`config.mk`:
```
export PLATFORM = sky130hd
export DESIGN_NAME = mips_writeback_flat
export DESIGN_NICKNAME = d
export VERILOG_FILES = /design/src/rtl/mips_writeback_if.sv /design/src/rtl/mips_writeback.sv /design/src/flat_wrapper.sv
export SDC_FILE = /design/constraint.sdc
export NUM_CORES = 1
export LEC_CHECK = 0
export ABC_AREA = 1
export CAP_MARGIN = 10
export CORE_MARGIN = 5
export CORE_UTILIZATION = 46
export DETAILED_ROUTE_END_ITERATION = 12
export PLACE_DENSITY = 0.95
export RECOVER_POWER = 25
export SETUP_SLACK_MARGIN = 0.05
export SLEW_MARGIN = 20
export SYNTH_ARGS = -nofsm -noshare
export SYNTH_HDL_FRONTEND = slang
export SYNTH_SLANG_ARGS = --single-unit
```
`constraint.sdc`:
```
create_clock -name clock -period 4.88 [get_ports clock]
set_input_delay 0.976 -clock clock [delete_from_list [all_inputs] [get_ports clock]]
set_output_delay 0.976 -clock clock [all_outputs]
set_load 0.02 [all_outputs]
```
`src/rtl/mips_writeback_if.sv`:
```
// mips_writeback_if
// Bundles the signals between execute/data-memory, the writeback stage and the
// decode-stage register-file write port.
//   master : the execute/memory side; drives the retiring instruction and load data,
//            observes in_ready and the register-file write port.
//   slave  : the writeback stage itself.
// Signals:
//   in_valid, in_ready          retiring-instruction handshake
//   instruction, alu_result     retiring instruction word and execute result
//   reg_dst, reg_wr, mem_to_reg control bits from decode
//   mem_rdata, mem_rvalid       load data from data memory
//   write_data, write_register, reg_wr_out   register-file write port
//   retired_count, mem_timeout  status outputs
interface mips_writeback_if;
    logic        in_valid;
    logic        in_ready;
    logic [31:0] instruction;
    logic [31:0] alu_result;
    logic        reg_dst;
    logic        reg_wr;
    logic        mem_to_reg;
    logic [31:0] mem_rdata;
    logic        mem_rvalid;
    logic [31:0] write_data;
    logic [4:0]  write_register;
    logic        reg_wr_out;
    logic [15:0] retired_count;
    logic        mem_timeout;

    modport master (
        output in_valid, instruction, alu_result, reg_dst, reg_wr, mem_to_reg,
               mem_rdata, mem_rvalid,
        input  in_ready, write_data, write_register, reg_wr_out, retired_count,
               mem_timeout
    );

    modport slave (
        input  in_valid, instruction, alu_result, reg_dst, reg_wr, mem_to_reg,
               mem_rdata, mem_rvalid,
        output in_ready, write_data, write_register, reg_wr_out, retired_count,
               mem_timeout
    );
endinterface

```
`src/rtl/mips_writeback.sv`:
```
// mips_writeback
// Writeback stage of the multicycle MIPS datapath. Accepts one retiring
// instruction at a time, waits for load data when needed (bounded by
// MEM_TIMEOUT cycles), and drives one registered register-file write per
// instruction. Also counts retired instructions and flags abandoned loads.
// Ports:
//   clock  rising-edge clock
//   reset  asynchronous, active-high reset
//   bus    mips_writeback_if.slave (handshake, instruction, load data,
//          register-file write port, retired_count, mem_timeout)
// Parameters:
//   MEM_TIMEOUT  cycles allowed in WAIT_MEM before a load is abandoned (1..255)
module mips_writeback #(
    parameter int MEM_TIMEOUT = 15
) (
    input logic              clock,
    input logic              reset,
    mips_writeback_if.slave  bus
);

    typedef enum logic [1:0] {
        IDLE,
        WAIT_MEM,
        COMMIT
    } state_t;

    // Counter value on the last permitted wait cycle; the counter starts at 0
    // on the first WAIT_MEM cycle, so this gives exactly MEM_TIMEOUT cycles.
    localparam logic [7:0] LAST_WAIT = 8'(MEM_TIMEOUT - 1);

    state_t      state_q;
    state_t      state_d;
    logic [7:0]  timeout_cnt_q;
    logic        wr_latched_q;
    logic [31:0] write_data_q;
    logic [4:0]  write_register_q;
    logic        reg_wr_out_q;
    logic [15:0] retired_count_q;
    logic        mem_timeout_q;

    logic        accepting;
    logic        is_load;
    logic        wait_expired;
    logic [4:0]  dest;

    assign accepting    = bus.in_valid && (state_q != WAIT_MEM);
    assign is_load      = bus.reg_wr && bus.mem_to_reg;
    assign wait_expired = (timeout_cnt_q == LAST_WAIT);
    assign dest         = bus.reg_dst ? bus.instruction[15:11] : bus.instruction[20:16];

    // in_ready depends on state only, so execute never sees a path from its
    // own valid back into ready.
    assign bus.in_ready       = (state_q != WAIT_MEM);
    assign bus.write_data     = write_data_q;
    assign bus.write_register = write_register_q;
    assign bus.reg_wr_out     = reg_wr_out_q;
    assign bus.retired_count  = retired_count_q;
    assign bus.mem_timeout    = mem_timeout_q;

    always_ff @(posedge clock or posedge reset) begin
        if (reset) begin
            state_q <= IDLE;
        end else begin
            state_q <= state_d;
        end
    end

    always_comb begin
        state_d = state_q;
        case (state_q)
            IDLE, COMMIT: begin
                if (bus.in_valid) begin
                    state_d = is_load ? WAIT_MEM : COMMIT;
                end else begin
                    state_d = IDLE;
                end
            end
            WAIT_MEM: begin
                // Data arriving on the expiry edge still wins over the timeout.
                if (bus.mem_rvalid || wait_expired) begin
                    state_d = COMMIT;
                end
            end
            default: state_d = IDLE;
        endcase
    end

    // The write strobe is computed on the edge that enters COMMIT, so the
    // register-file port is fully registered and valid for the whole commit
    // cycle. A timed-out load simply never raises the strobe.
    always_ff @(posedge clock or posedge reset) begin
        if (reset) begin
            timeout_cnt_q    <= '0;
            wr_latched_q     <= 1'b0;
            write_data_q     <= '0;
            write_register_q <= '0;
            reg_wr_out_q     <= 1'b0;
            retired_count_q  <= '0;
            mem_timeout_q    <= 1'b0;
        end else begin
            reg_wr_out_q <= 1'b0;
            case (state_q)
                IDLE, COMMIT: begin
                    if (accepting) begin
                        write_register_q <= dest;
                        wr_latched_q     <= bus.reg_wr;
                        if (is_load) begin
                            timeout_cnt_q <= '0;
                        end else begin
                            write_data_q <= bus.alu_result;
                            reg_wr_out_q <= bus.reg_wr && (dest != 5'd0);
                        end
                    end
                end
                WAIT_MEM: begin
                    if (bus.mem_rvalid) begin
                        write_data_q <= bus.mem_rdata;
                        reg_wr_out_q <= wr_latched_q && (write_register_q != 5'd0);
                    end else if (wait_expired) begin
                        mem_timeout_q <= 1'b1;
                    end else begin
                        timeout_cnt_q <= timeout_cnt_q + 8'd1;
                    end
                end
                default: ;
            endcase
            // Counting on entry to COMMIT makes the count include the
            // instruction whose write is on the port during its commit cycle.
            if (state_d == COMMIT) begin
                retired_count_q <= retired_count_q + 16'd1;
            end
        end
    end

endmodule

```
`src/flat_wrapper.sv`:
```
// flat-port wrapper written by rule: the top's interface ports become plain ports
module mips_writeback_flat 
#(
    parameter int MEM_TIMEOUT = 15
)
  (clock, reset, bus_in_valid, bus_instruction, bus_alu_result, bus_reg_dst, bus_reg_wr, bus_mem_to_reg, bus_mem_rdata, bus_mem_rvalid, bus_in_ready, bus_write_data, bus_write_register, bus_reg_wr_out, bus_retired_count, bus_mem_timeout);
  mips_writeback_if bus_i ();
  input logic clock;
  input logic reset;
  input wire logic [$bits(bus_i.in_valid)-1:0] bus_in_valid;
  input wire logic [$bits(bus_i.instruction)-1:0] bus_instruction;
  input wire logic [$bits(bus_i.alu_result)-1:0] bus_alu_result;
  input wire logic [$bits(bus_i.reg_dst)-1:0] bus_reg_dst;
  input wire logic [$bits(bus_i.reg_wr)-1:0] bus_reg_wr;
  input wire logic [$bits(bus_i.mem_to_reg)-1:0] bus_mem_to_reg;
  input wire logic [$bits(bus_i.mem_rdata)-1:0] bus_mem_rdata;
  input wire logic [$bits(bus_i.mem_rvalid)-1:0] bus_mem_rvalid;
  output wire logic [$bits(bus_i.in_ready)-1:0] bus_in_ready;
  output wire logic [$bits(bus_i.write_data)-1:0] bus_write_data;
  output wire logic [$bits(bus_i.write_register)-1:0] bus_write_register;
  output wire logic [$bits(bus_i.reg_wr_out)-1:0] bus_reg_wr_out;
  output wire logic [$bits(bus_i.retired_count)-1:0] bus_retired_count;
  output wire logic [$bits(bus_i.mem_timeout)-1:0] bus_mem_timeout;
  assign bus_i.in_valid = bus_in_valid;
  assign bus_i.instruction = bus_instruction;
  assign bus_i.alu_result = bus_alu_result;
  assign bus_i.reg_dst = bus_reg_dst;
  assign bus_i.reg_wr = bus_reg_wr;
  assign bus_i.mem_to_reg = bus_mem_to_reg;
  assign bus_i.mem_rdata = bus_mem_rdata;
  assign bus_i.mem_rvalid = bus_mem_rvalid;
  assign bus_in_ready = bus_i.in_ready;
  assign bus_write_data = bus_i.write_data;
  assign bus_write_register = bus_i.write_register;
  assign bus_reg_wr_out = bus_i.reg_wr_out;
  assign bus_retired_count = bus_i.retired_count;
  assign bus_mem_timeout = bus_i.mem_timeout;
  mips_writeback #(.MEM_TIMEOUT(MEM_TIMEOUT)) u_core (.clock(clock), .reset(reset), .bus(bus_i));
endmodule
```
==> summary.md, run 1 <==
The run finished, with violations left. The checks that failed: capacitance limit, slew limit. The logs give 5249 um for the detailed route wirelength on metal2 and 85 for the count of pins over their slew limit. The tools report the H-tree depth reported by CTS as 3. On the critical path, the stage with the largest delay is an instance of sky130_fd_sc_hd__nor2_1.

The run gives 0 as the final hold violation count. The power per unit of standard cell area works out to 315.9 nW/um2. In this run the clock root is driven by a sky130_fd_sc_hd__clkbuf_8. The tool flagged a number of max-cap violations equal to 2.

The clock latency reported for the late side of the worst-skew pair was 0.32 ns. The share of synthesized area spent on multiplexers is 0, and the total routing resource utilization after global routing is 0.2020. Cell taking the most area after synthesis: sky130_fd_sc_hd__dfrtp_1. The minimum clock period after layout was 3.473 ns; the post-detailed-route DRC marker count was 0. Setup total negative slack on the finished layout was measured at 0 ns.

The compound-gate portion of the synthesized area came out at 0.1481. The count of final setup violators was 0; the post-route antenna net violation count was 0. No sink is reached through more buffers than the 2 on the longest clock path. The via count of the first global-routing pass is 3,504, and the mean cell area of the mapped netlist is 8.136 um2.

The worst max-slew margin expressed relative to the limit is -0.8836. Summing over every cut layer, the via total after detailed routing is 3,519. Of all nets on the critical path, the largest fanout is 39. For this run, the number of Yosys warnings is 0. The largest incremental delay on the critical path came out at 2.06 ns. Summed over all cells, the static leakage comes to 2.362 nW.

The pin count of the biggest net entering global routing came out at 45. The number of instances in the synthesized netlist was 460; the post-synthesis to final-layout area growth was 40.86%. Primary flip-flop cell chosen by synthesis mapping: sky130_fd_sc_hd__dfrtp_1.

The pre-antenna-repair detailed-routing pass consisted of 4 iterations. In this run, synthesis produced a sequential element count of 66. The proportion of netlist area held by the largest area contributor works out to 0.4413. The most numerous cell type found on the critical path is sky130_fd_sc_hd__nand2_1.

For the worst path arrival time, the log shows 3.73 ns. The synthesized design contains 0 enable-type register cells. The critical path endpoint category is a flop. The tools report the number of clock buffers inserted by TritonCTS as 9. Top metal layer carrying routed signals: met4. TritonCTS built the clock tree. When the netlist entered floorplanning its net count stood at 566.

During placement, the flow inserted port buffers numbering 136. In this run the core area contains 32 standard-cell rows. Count of cell types in the netlist: 30. During I/O placement, the number of pins put on the boundary was 159. Wires add up to 10,110 um. The count of inserted antenna diode cells was 0; the CTS clock-pin slew for the worst setup and hold paths was 0.07 ns.

The mapped netlist covers 3742 um2. Setup repair after global routing left no endpoint under its margin. By area the synthesized netlist is led by sky130_fd_sc_hd__dfrtp_1 44%, sky130_fd_sc_hd__nand2_1 14%, sky130_fd_sc_hd__o31ai_2 9.4%. In the final routing, the length of wire on met1 measures 4028 um. The number of antenna violations at the first check in global routing is 0, and the area inside the core boundary is 7807 um2. The tools report the number of nets at the end of the flow as 698. The worst setup path is of the flop to flop kind. Clock skew on the completed layout was measured at 0.01220 ns.

The proportion of synthesized chip area in sequential cells was 0.4413. The simple-gate share of the synthesized area was 0.2982; the post-DP HPWL was 7458 um. The commonest cells after synthesis are 141 x sky130_fd_sc_hd__nand2_1, 90 x sky130_fd_sc_hd__nor2_1, 66 x sky130_fd_sc_hd__dfrtp_1, 33 x sky130_fd_sc_hd__inv_1, 28 x sky130_fd_sc_hd__o31ai_2. Fraction of final layout cells sized beyond drive strength 1: 0.1206.

The detailed router's first-iteration violation count is 172. Maximum vdd ir drop: 225.9 uV. The layout has 652 filler cells. The XOR/XNOR share of the synthesized area came out at 0.02340. Walking the worst path, the cells encountered are inv_2 -> nor2_1 -> nand2_1 -> a21oi_2 -> nand2_4 -> inv_1 -> nand2_1 -> nand2_1. The post-synthesis adder-cell area fraction is 0.01003, and the proportion of register bits with asynchronous set or reset after synthesis is 1.000. The clock net in this run drives a total of 66 sinks. Transition time at the pin with the least slew margin: 2.815 ns.

The run gives 0 as the final global-route overflow total. The share of the clock period used by the worst path came out at 0.7118. Hold buffer count at CTS: 0. STA classifies the critical path startpoint as a flop.

The die area was 10,040 um2. Post-CTS timing repair inserted 0 buffers for setup. The instance area at placement was 5101 um2; the via density per instance was 5.034.

Measured along the x axis, the die boundary spans 100.2 um. The required arrival time at the worst endpoint was 5.13 ns. Average routed wire per standard cell: 14.46 um.

By area, the combinational part of the netlist is dominated by simple AND/OR/NAND/NOR gates. The logs give 703 um for the routed length on met3 and 5271 um2 for the final cell area excluding filler cells. The tightest min-delay check is of the flop to flop type.

After clock tree synthesis, the repair step resized 0 gates. The die height came out at 100.2 um. The tools report the wire length of the first global-routing pass as 16,500 um. The run gives 0.4793 as the effective utilization at floorplan. The congestion estimate from routability-driven global placement came to 0.8211. The dominant cell by count in the synthesized netlist was sky130_fd_sc_hd__nand2_1.

The maximum clock frequency was 0.2879 GHz.
[registers in the layout (all words and copies together), names as in the netlist]
register,cells
u_core.bus.write_data,32
u_core.bus.retired_count,16
u_core.timeout_cnt_q,8
u_core.bus.write_register,5
u_core.state_q,2
u_core.bus.mem_timeout,1
u_core.bus.reg_wr_out,1
u_core.wr_latched_q,1
[cell families (layout without fill, tap and decap cells)]
family	count (synthesis)	after routing
simple gates	267	267
flops	66	66
compound gates	59	59
buf+inv	55	192
xor+xnor	10	10
fa+ha+maj	3	3
[layout by cell type (no fill, tap or decap), types with 2 or more instances in the layout]
| cell type | synthesis | final |
|---|---|---|
| sky130_fd_sc_hd__clkinv_2 | 0 | 4 |
| sky130_fd_sc_hd__dlygate4sd3_1 | 0 | 3 |
| sky130_fd_sc_hd__clkbuf_8 | 0 | 9 |
| sky130_fd_sc_hd__nand2_2 | 5 | 5 |
| sky130_fd_sc_hd__nand2_4 | 4 | 3 |
| sky130_fd_sc_hd__o31ai_2 | 28 | 28 |
| sky130_fd_sc_hd__o21ai_2 | 7 | 7 |
| sky130_fd_sc_hd__nand4_1 | 6 | 6 |
| sky130_fd_sc_hd__o31ai_1 | 4 | 4 |
| sky130_fd_sc_hd__o21ai_1 | 3 | 3 |
| sky130_fd_sc_hd__o21ai_0 | 13 | 13 |
| sky130_fd_sc_hd__inv_2 | 3 | 3 |
| sky130_fd_sc_hd__buf_4 | 5 | 4 |
| sky130_fd_sc_hd__nor2_1 | 90 | 91 |
| sky130_fd_sc_hd__dfrtp_1 | 66 | 66 |
| sky130_fd_sc_hd__ha_1 | 3 | 3 |
| sky130_fd_sc_hd__xor2_1 | 8 | 8 |
| sky130_fd_sc_hd__xnor2_1 | 2 | 2 |
| sky130_fd_sc_hd__nor2_4 | 4 | 3 |
| sky130_fd_sc_hd__inv_1 | 33 | 33 |
| sky130_fd_sc_hd__clkdlybuf4s50_1 | 0 | 133 |
| sky130_fd_sc_hd__nand3_1 | 14 | 14 |
| sky130_fd_sc_hd__nand2_1 | 141 | 142 |
[final cells by class]
| cell class | count | area (um2) | share of cell area |
|---|---|---|---|
| clock buffer | 10 | 127.6 | 0.02421 |
| clock inverter | 6 | 57.56 | 0.01092 |
| inverter | 36 | 135.1 | 0.02563 |
| multi-input combinational | 339 | 1780 | 0.3378 |
| sequential | 66 | 1652 | 0.3133 |
| tap | 102 | 127.6 | 0.02421 |
| timing repair buffer | 140 | 1391 | 0.2639 |
[power breakdown]
part           switching, W  internal [W]
sequential        0.0000605      0.000624
clock              0.000205      0.000233
combinational      0.000282      0.000262
total              0.000547       0.00112
[path summary, 6_finish.rpt]
kind                                               startpoint                                    end  slack (ns)  depth (start not counted)
setup / recovery                  u_core.state_q[0]$_DFF_PP0_    u_core.timeout_cnt_q[2]$_DFFE_PP0P_        1.41                          8
hold / removal             u_core.bus.mem_timeout$_DFFE_PP0P_     u_core.bus.mem_timeout$_DFFE_PP0P_        0.47                          1
setup reg to reg                  u_core.state_q[0]$_DFF_PP0_    u_core.timeout_cnt_q[2]$_DFFE_PP0P_        1.41                          8
hold reg to reg            u_core.bus.mem_timeout$_DFFE_PP0P_     u_core.bus.mem_timeout$_DFFE_PP0P_        0.47                          1
max in group asynchronous                               reset    u_core.timeout_cnt_q[2]$_DFFE_PP0P_        2.12                          3
min in group asynchronous                               reset  u_core.bus.write_data[21]$_DFFE_PP0P_        1.64                          2
[critical path: cells and delay by family, from the launching register on]
| family | cells | cell delay, ns |
|---|---|---|
| AOI/OAI and AO/OA | 1 | 0.29 |
| buffers and inverters | 2 | 0.22 |
| DFF | 1 | 0.39 |
| and+or+nand+nor | 5 | 2.52 |
[routing by layer]
layer / up-vias / track usage
met5: - / 0
met4: 0 / 0.05803
met3: 14 / 0.05351
met2: 127 / 0.3532
met1: 1651 / 0.2442
li1: 1727 / -
[through the flow]
step / utilization / instances / setup slack (ns) / power (W) / hold slack [ns]
6_report: 0.6752 / 699 / 1.407 / 0.001665 / 0.4744
5_1_grt: 0.6752 / 699 / 1.032 / 0.001758 / 0.4999
4_1_cts: 0.6771 / 699 / 1.893 / 0.001684 / 0.4797
3_5_place_dp: 0.6534 / 683 / 1.569 / 0.001244 / 0.4629
3_3_place_gp: 0.6534 / 683 / 1.622 / 0.001223 / 0.4559
2_1_floorplan: - / 460 / 2.249 / 0.0009878 / 0.4491
Note: power is estimated with default switching activity, not from simulation.
==> inputs of run 2 (changes only) <==
- CORE_UTILIZATION: 46 -> 43
- PLACE_DENSITY: 0.95 -> 0.91
- clock period: 4.88 -> 3.6 ns (I/O delays scaled with it)
==> run 2 against run 1 <==
The run now ends clean. Maximum frequency grew 31%. Design area is 1.1% higher. Clock-buffer cell count shrank 1. Global-route usage shrank 1.6 points. Die area is 6.3% higher. Via count unchanged. Final cell count is 0.86% higher. Clock skew decreased by 0.0014 ns. Sequential cell count stayed put. Sequential power rose by 36%. Critical path type unchanged. Largest power group unchanged.
==> summary.md, run 2 (synthesis results as in run 1) <==
The flow ran to the end, and the final reports show no timing, DRC or antenna violations. The count of pins over their slew limit was 0; the post-detailed-route DRC marker count was 0. The tools report the buffer cell driving the clock tree root as sky130_fd_sc_hd__clkbuf_8. The highest metal layer carrying signal wires in the routed design is met4.

The storage element area was 1652 um2; the number of buffers inserted by port buffering was 136. TritonCTS built the clock tree. Summed over all failing endpoints, the final setup total negative slack is 0 ns. The wire length of the first global-routing pass is 15,610 um, and the routed length on met3 is 882 um.

The floorplan has 34 rows. The region available for standard cell placement spans 8593 um2. In the layout the commonest cells are 142 x sky130_fd_sc_hd__nand2_1, 133 x sky130_fd_sc_hd__clkdlybuf4s50_1, 91 x sky130_fd_sc_hd__nor2_1. The final cell utilization of the core was 0.6203; the leakage power figure was 2.386 nW. In this run the vertical extent of the chip is 103.3 um. The final standard cell count with taps included and fillers excluded was 705. Data arrives at the worst endpoint at 2.93 ns.

The worst max-slew margin expressed relative to the limit was 0.08828. The run gives 0.1856 as the total routing resource utilization after global routing. The number of antenna violations at the first check in global routing was 0. Routability-driven placement finished with a final weighted congestion of 0.8423. The count of inserted antenna diode cells was 0. The tools report the via count of the first global-routing pass as 3,338. The instance count after placement with tap cells included is 689. The first detailed-routing pass took 4 iterations.

The minimum clock period after layout works out to 2.658 ns. The largest driver fanout on the critical path was 22; the floorplan die width was 103.3 um. The detailed route wirelength on metal2 came out at 4804 um. Clock latency reported for the late side of the worst-skew pair: 0.34 ns. Number of gates resized after CTS: 0.

Transition time at the pin with the least slew margin: 1.363 ns. The fraction of final layout cells sized beyond drive strength 1 is 0.1223, and the final global-route overflow total is 0. The effective utilization at floorplan was 0.4355. TritonCTS created 9 clock buffers.

Using the TritonRoute via totals, the vias-per-cell ratio works out to 4.991. The average routed wire per standard cell is 14.14 um, and the count of final setup violators is 0. In this run the power density over the cells is 443.9 nW/um2. The H-tree generated during clock tree synthesis spans 3 levels. Once the clock tree was built, the setup fixing pass inserted 0 buffers. For this design the top-level I/O count stands at 159. The number of maximum-capacitance violations is 0, and the setup clock skew after layout is 0.01081 ns. The worst setup path is launched from a flop.

The logs give 1780 um2 for the area of combinational cells with multiple inputs and 698 for the number of nets at the end of the flow. After clock tree synthesis, the flow added hold-fix buffers numbering 0. The detailed-routing wirelength on met1 was 4223 um; the number of vias in the routed layout was 3,519.

The CTS clock-pin slew for the worst setup and hold paths came out at 0.07 ns. Setup repair after global routing left no endpoint under its margin. Flip-flop count of the largest register, all copies and words added: 32. The tools report the worst setup margin as 0.9423 ns.

In this run the deepest clock path goes through 2 buffers. The library cell used most frequently in the layout, excluding fill and tap cells, is sky130_fd_sc_hd__nand2_1. Critical path endpoint category: a flop.

The required arrival time at the worst endpoint is 3.87 ns. Timing analysis after detailed placement gives a worst setup slack of 1.036 ns. Once detail routing completed, the nets flagged for antenna violations numbered 0.

The share of the clock period used by the worst path came out at 0.7382. The type of the setup path with the least slack is flop to flop. For the pin count of the biggest net entering global routing, the log shows 66.

The post-DP HPWL is 7460 um, and the total number of clock tree sinks is 66. VDD sags by at most 490.2 uV. In this run, the number of DRC markers left after iteration 0 of detailed routing was 134.

Wires add up to 9970 um. The die covers 10,670 um2. For this run, the top clock speed supported by timing is 0.3763 GHz. The logs give 0 for the final hold violation count and 0.4766 ns for the final-layout worst hold slack. Worst min-delay path class: flop to flop. The number of fill cells came out at 705. Compared with the post-synthesis result, the final layout area differs by 42.43%.
[run 2: cell count changes in the layout (fill, tap and decap cells not counted), sizes merged]
cell / change
bufinv: +1
clkinvlp: -1
buf: -1
inv: +1
[run 2: routing by layer]
layer / vias up / GRT usage
met1: 1632 / 0.2379
met4: 0 / 0.05378
met3: 8 / 0.04359
met2: 141 / 0.3138
li1: 1738 / -
met5: - / 0
[run 2: worst max-delay path, stage by stage, from the launching register on]
cell and delay, ns:
sky130_fd_sc_hd__dfrtp_1 0.39, sky130_fd_sc_hd__inv_2 0.06, sky130_fd_sc_hd__nor2_1 1.01, sky130_fd_sc_hd__buf_4 0.44, sky130_fd_sc_hd__nand2_1 0.10, sky130_fd_sc_hd__a21oi_2 0.18
sky130_fd_sc_hd__nand2_4 0.14, sky130_fd_sc_hd__inv_1 0.14, sky130_fd_sc_hd__nand2_1 0.07, sky130_fd_sc_hd__nand2_1 0.06
[run 2: worst paths after layout]
path / startpoint / end / slack (ns) / cells after the start
worst max-delay path: u_core.state_q[0]$_DFF_PP0_ / u_core.timeout_cnt_q[4]$_DFFE_PP0P_ / 0.94 / 9
worst min-delay path: u_core.bus.mem_timeout$_DFFE_PP0P_ / u_core.bus.mem_timeout$_DFFE_PP0P_ / 0.48 / 1
worst max register to register: u_core.state_q[0]$_DFF_PP0_ / u_core.timeout_cnt_q[4]$_DFFE_PP0P_ / 0.94 / 9
worst min register to register: u_core.bus.mem_timeout$_DFFE_PP0P_ / u_core.bus.mem_timeout$_DFFE_PP0P_ / 0.48 / 1
max in group asynchronous: reset / u_core.timeout_cnt_q[3]$_DFFE_PP0P_ / 0.97 / 3
min in group asynchronous: reset / u_core.bus.write_data[20]$_DFFE_PP0P_ / 1.16 / 2
[run 2: cell type report]
| type | count | share of cell area |
|---|---|---|
| inverters | 36 | 0.02535 |
| multi-input cells | 339 | 0.3340 |
| well taps | 108 | 0.02535 |
| repair buffers | 140 | 0.2629 |
| clock inverters | 7 | 0.01925 |
| clock buffers | 9 | 0.02324 |
| flip-flops and latches | 66 | 0.3099 |
[run 2: stage by stage]
stage	cell area, um2	power, W
6_report	5330	0.002366
5_1_grt	5330	0.002492
4_1_cts	5360	0.002401
3_5_place_dp	5134	0.001692
3_3_place_gp	5134	0.001663
2_1_floorplan	3742	0.001339
[run 2: power breakdown]
part	internal [W]	leakage [nW]	switching, W
Combinational	0.000355	1.42	0.000383
Clock	0.000397	0.115	0.000300
Sequential	0.000845	0.847	0.0000851
==> inputs of run 3 (changes only) <==
- clock period: 3.6 -> 2.73 ns (I/O delays scaled with it)
==> run 3 against run 2 <==
Register-to-register slack worse by 0.07 ns. Sequential share of layout area is 0.10 points lower. Critical path depth is 6 lower. Non-clock buffer count is 1 higher. Wire length is 0.59% higher. Hold slack better by 0.0089 ns. Sequential cell count stayed put. Die area stayed put. Via count is 0.63% higher. Clock skew is 0.0027 ns higher. Worst setup slack worse by 0.24 ns. First-iteration DRC count is 28% lower.
==> summary.md, run 3 (synthesis results as in run 1) <==
Commonest non-fill, non-tap cell in the layout: sky130_fd_sc_hd__nand2_1. The analysis attributes to net switching a power of 0.001042 W. The most heavily used metal layer in global routing is met2. The wire length of the first global-routing pass is 15,900 um.

The first routing iteration left 97 violations. The net switching fraction of the power was 0.3397; the final global-route overflow total was 0. The logs give 0.400 for the fraction of power consumed by sequential logic and 0 for the hold buffer count at CTS. For this design, the sink count on the clock tree is 66. Measured in cells, the most critical reg-to-reg path has a length of 8. At the end of routability-driven placement, the weighted congestion stood at 0.8332. Clock tree synthesis inserted a total of 9 buffers. The fraction of met2 tracks used by global routing was 0.3320; the count of inserted antenna diode cells was 0. The number of instances on the worst hold path was 1. The fraction of power consumed by combinational cells was 0.319. The startpoint identified for the worst hold timing path is u_core.bus.mem_timeout$_DFFE_PP0P_. The tools report the buffer cell driving the clock tree root as sky130_fd_sc_hd__clkbuf_8. Summed over all layers, the routed wires come to 10,030 um. Power per unit of standard cell area: 573.5 nW/um2. For the worst setup path, the data required time is 2.18 ns. For the met1 layer usage reported by global route, the log shows 0.2257.

The final hold violation count was 0; the clock network power share was 0.281. The analysis attributes to cell leakage a power of 2.382 nW. The number of maximum-capacitance violations came out at 0. Setup repair after global routing left no endpoint under its margin. The routing usage on met3 was 0.05298; the clock latency reported for the late side of the worst-skew pair was 0.35 ns. The post-DP HPWL was 7370 um; the total negative slack was 0 ns. The run finished with clean final reports. For the worst setup path, the data arrival time is 1.49 ns.

The detail route stage leaves a number of antenna-violating nets equal to 0. The number of setup buffers added after CTS is 0. The floorplan step defined a die boundary enclosing 10,670 um2. The via count of the first global-routing pass came out at 3,520. The fraction of final layout cells sized beyond drive strength 1 was 0.1271. Entering global routing, the biggest net connects 65 pins. The post-detailed-route DRC marker count came out at 0. The final cell utilization of the core was 0.6223.

TritonCTS built the clock tree. The total routing resource utilization after global routing is 0.1889. The count of pins over their slew limit was 0. The critical path endpoint category was an output port. The worst register-to-register path ends at u_core.bus.write_data[29]$_DFFE_PP0P_.

In the layout the commonest cells are 141 x sky130_fd_sc_hd__nand2_1, 134 x sky130_fd_sc_hd__clkdlybuf4s50_1, 90 x sky130_fd_sc_hd__nor2_1. The H-tree generated during clock tree synthesis spans 3 levels. The floorplan step set the die width to 103.3 um. In the routed layout, each cell is associated on average with a via count of 5.016. STA classifies the critical path startpoint as a flop. Hold timing on the final database bottoms out at a slack of 0.4855 ns. The number of nets at the end of the flow is 699, and the maximum number of buffers from clock root to sink is 2. The minimum clock period after layout was 2.031 ns; the die height was 103.3 um. The register with the most flip-flops in the layout has 32 of them.

Number of antenna violations at the first check in global routing: 0. Relative to the synthesized area, the layout overhead comes to 42.90%. The average routed wire per standard cell was 14.21 um; the first-pass detailed-route iteration total was 4. For the final database, setup skew stands at 0.01353 ns.

The maximum clock frequency is 0.4924 GHz, and the slack of the worst reg-to-reg path is 0.87 ns. In the post-route analysis, the smallest setup slack over all paths is 0.6990 ns. The effective utilization at floorplan is 0.4355, and the largest driver fanout on the critical path is 2. Power comes to 0.003067 W.

The number of core rows is 34, and the number of buffers inserted by port buffering is 136. The share of the clock period used by the worst path was 0.7440. For the top-level port count, the log shows 159. Worst min-delay path class: flop to flop.

Setup violations remaining at the end of the flow were counted as 0. Post-CTS repair changed the size of 0 cells. The internal power contribution was 0.002025 W.

The source of the worst register-to-register timing path is u_core.state_q[1]$_DFF_PP0_. At the placement stage, the worst setup path has a slack of 0.6487 ns. The endpoint of the worst hold path was u_core.bus.mem_timeout$_DFFE_PP0P_. After clock tree synthesis, the clock-pin slew on the worst setup and hold paths is 0.08 ns. The worst-case IR drop observed on VDD is 511.5 uV. The transition time at the pin with the least slew margin came out at 0.9969 ns. The tools report the area inside the core boundary as 8593 um2. Across all layers, the routed design uses 3,541 vias. By startpoint and endpoint, the worst setup path is classified as flop to output port. The worst max-slew margin expressed relative to the limit came out at 0.3347.
[run 3: cell count changes in the layout (fill, tap and decap cells not counted)]
cell | before | now
sky130_fd_sc_hd__dlygate4sd3_1 | 3 | 2
sky130_fd_sc_hd__clkinv_4 | 3 | 0
sky130_fd_sc_hd__clkinvlp_4 | 0 | 2
sky130_fd_sc_hd__clkinv_2 | 1 | 0
sky130_fd_sc_hd__bufinv_16 | 2 | 1
sky130_fd_sc_hd__clkdlybuf4s50_1 | 133 | 134
sky130_fd_sc_hd__buf_12 | 1 | 2
sky130_fd_sc_hd__nand2_4 | 3 | 4
sky130_fd_sc_hd__nor2_4 | 3 | 4
sky130_fd_sc_hd__nand2_1 | 142 | 141
sky130_fd_sc_hd__clkbuf_2 | 1 | 0
sky130_fd_sc_hd__buf_4 | 2 | 3
sky130_fd_sc_hd__nor2_1 | 91 | 90
sky130_fd_sc_hd__inv_6 | 0 | 3
[run 3: cell type report]
| class | count | area [um2] |
|---|---|---|
| repair buffers | 141 | 1424 |
| clock buffers | 9 | 123.9 |
| inverters | 36 | 135.1 |
| clock inverters | 7 | 82.58 |
| multi-input cells | 339 | 1795 |
| flip-flops and latches | 66 | 1652 |
| well taps | 108 | 135.1 |
| fillers | 708 | 3246 |
[run 3: metal layers]
| layer | up-vias | share of wire |
|---|---|---|
| met4 | 0 | 0.016 |
| met2 | 152 | 0.48 |
| met5 | - | 0 |
| met1 | 1641 | 0.41 |
| met3 | 17 | 0.090 |
| li1 | 1731 | - |
[run 3: power by group through the flow]
| stage | clock, W | combinational [W] | sequential (W) |
|---|---|---|---|
| floorplan | 0 | 0.000375 | 0.00139 |
| global placement | 0 | 0.000962 | 0.00123 |
| detailed placement | 0 | 0.000985 | 0.00124 |
| CTS | 0.000885 | 0.000991 | 0.00123 |
| global route | 0.000929 | 0.00106 | 0.00125 |
| finish | 0.000863 | 0.000977 | 0.00123 |
[run 3: worst max path at each step]
stage	end	slack, ns	depth (start not counted)	from
floorplan	u_core.bus.mem_timeout$_DFFE_PP0P_	0.53	1	reset
global placement	u_core.bus.retired_count[11]$_DFFE_PP0N_	0.68	8	bus_in_valid
global route	bus_in_ready	0.63	3	u_core.state_q[1]$_DFF_PP0_
detailed placement	u_core.bus.write_data[29]$_DFFE_PP0P_	0.65	8	bus_reg_wr
finish	bus_in_ready	0.70	3	u_core.state_q[1]$_DFF_PP0_
CTS	bus_in_ready	0.66	3	u_core.state_q[1]$_DFF_PP0_
[run 3: metrics by stage]
step                      area, um2  cells
after floorplan                3742    460
after global placement         5141    690
after detailed placement       5141    690
after CTS                      5348    706
after global routing           5348    706
final                          5348    706
[run 3: critical path, stage by stage, from the launching register on]
cell,delay [ns]
sky130_fd_sc_hd__dfrtp_1,0.39
sky130_fd_sc_hd__inv_1,0.05
sky130_fd_sc_hd__nand2_1,0.09
sky130_fd_sc_hd__clkdlybuf4s50_1,0.61
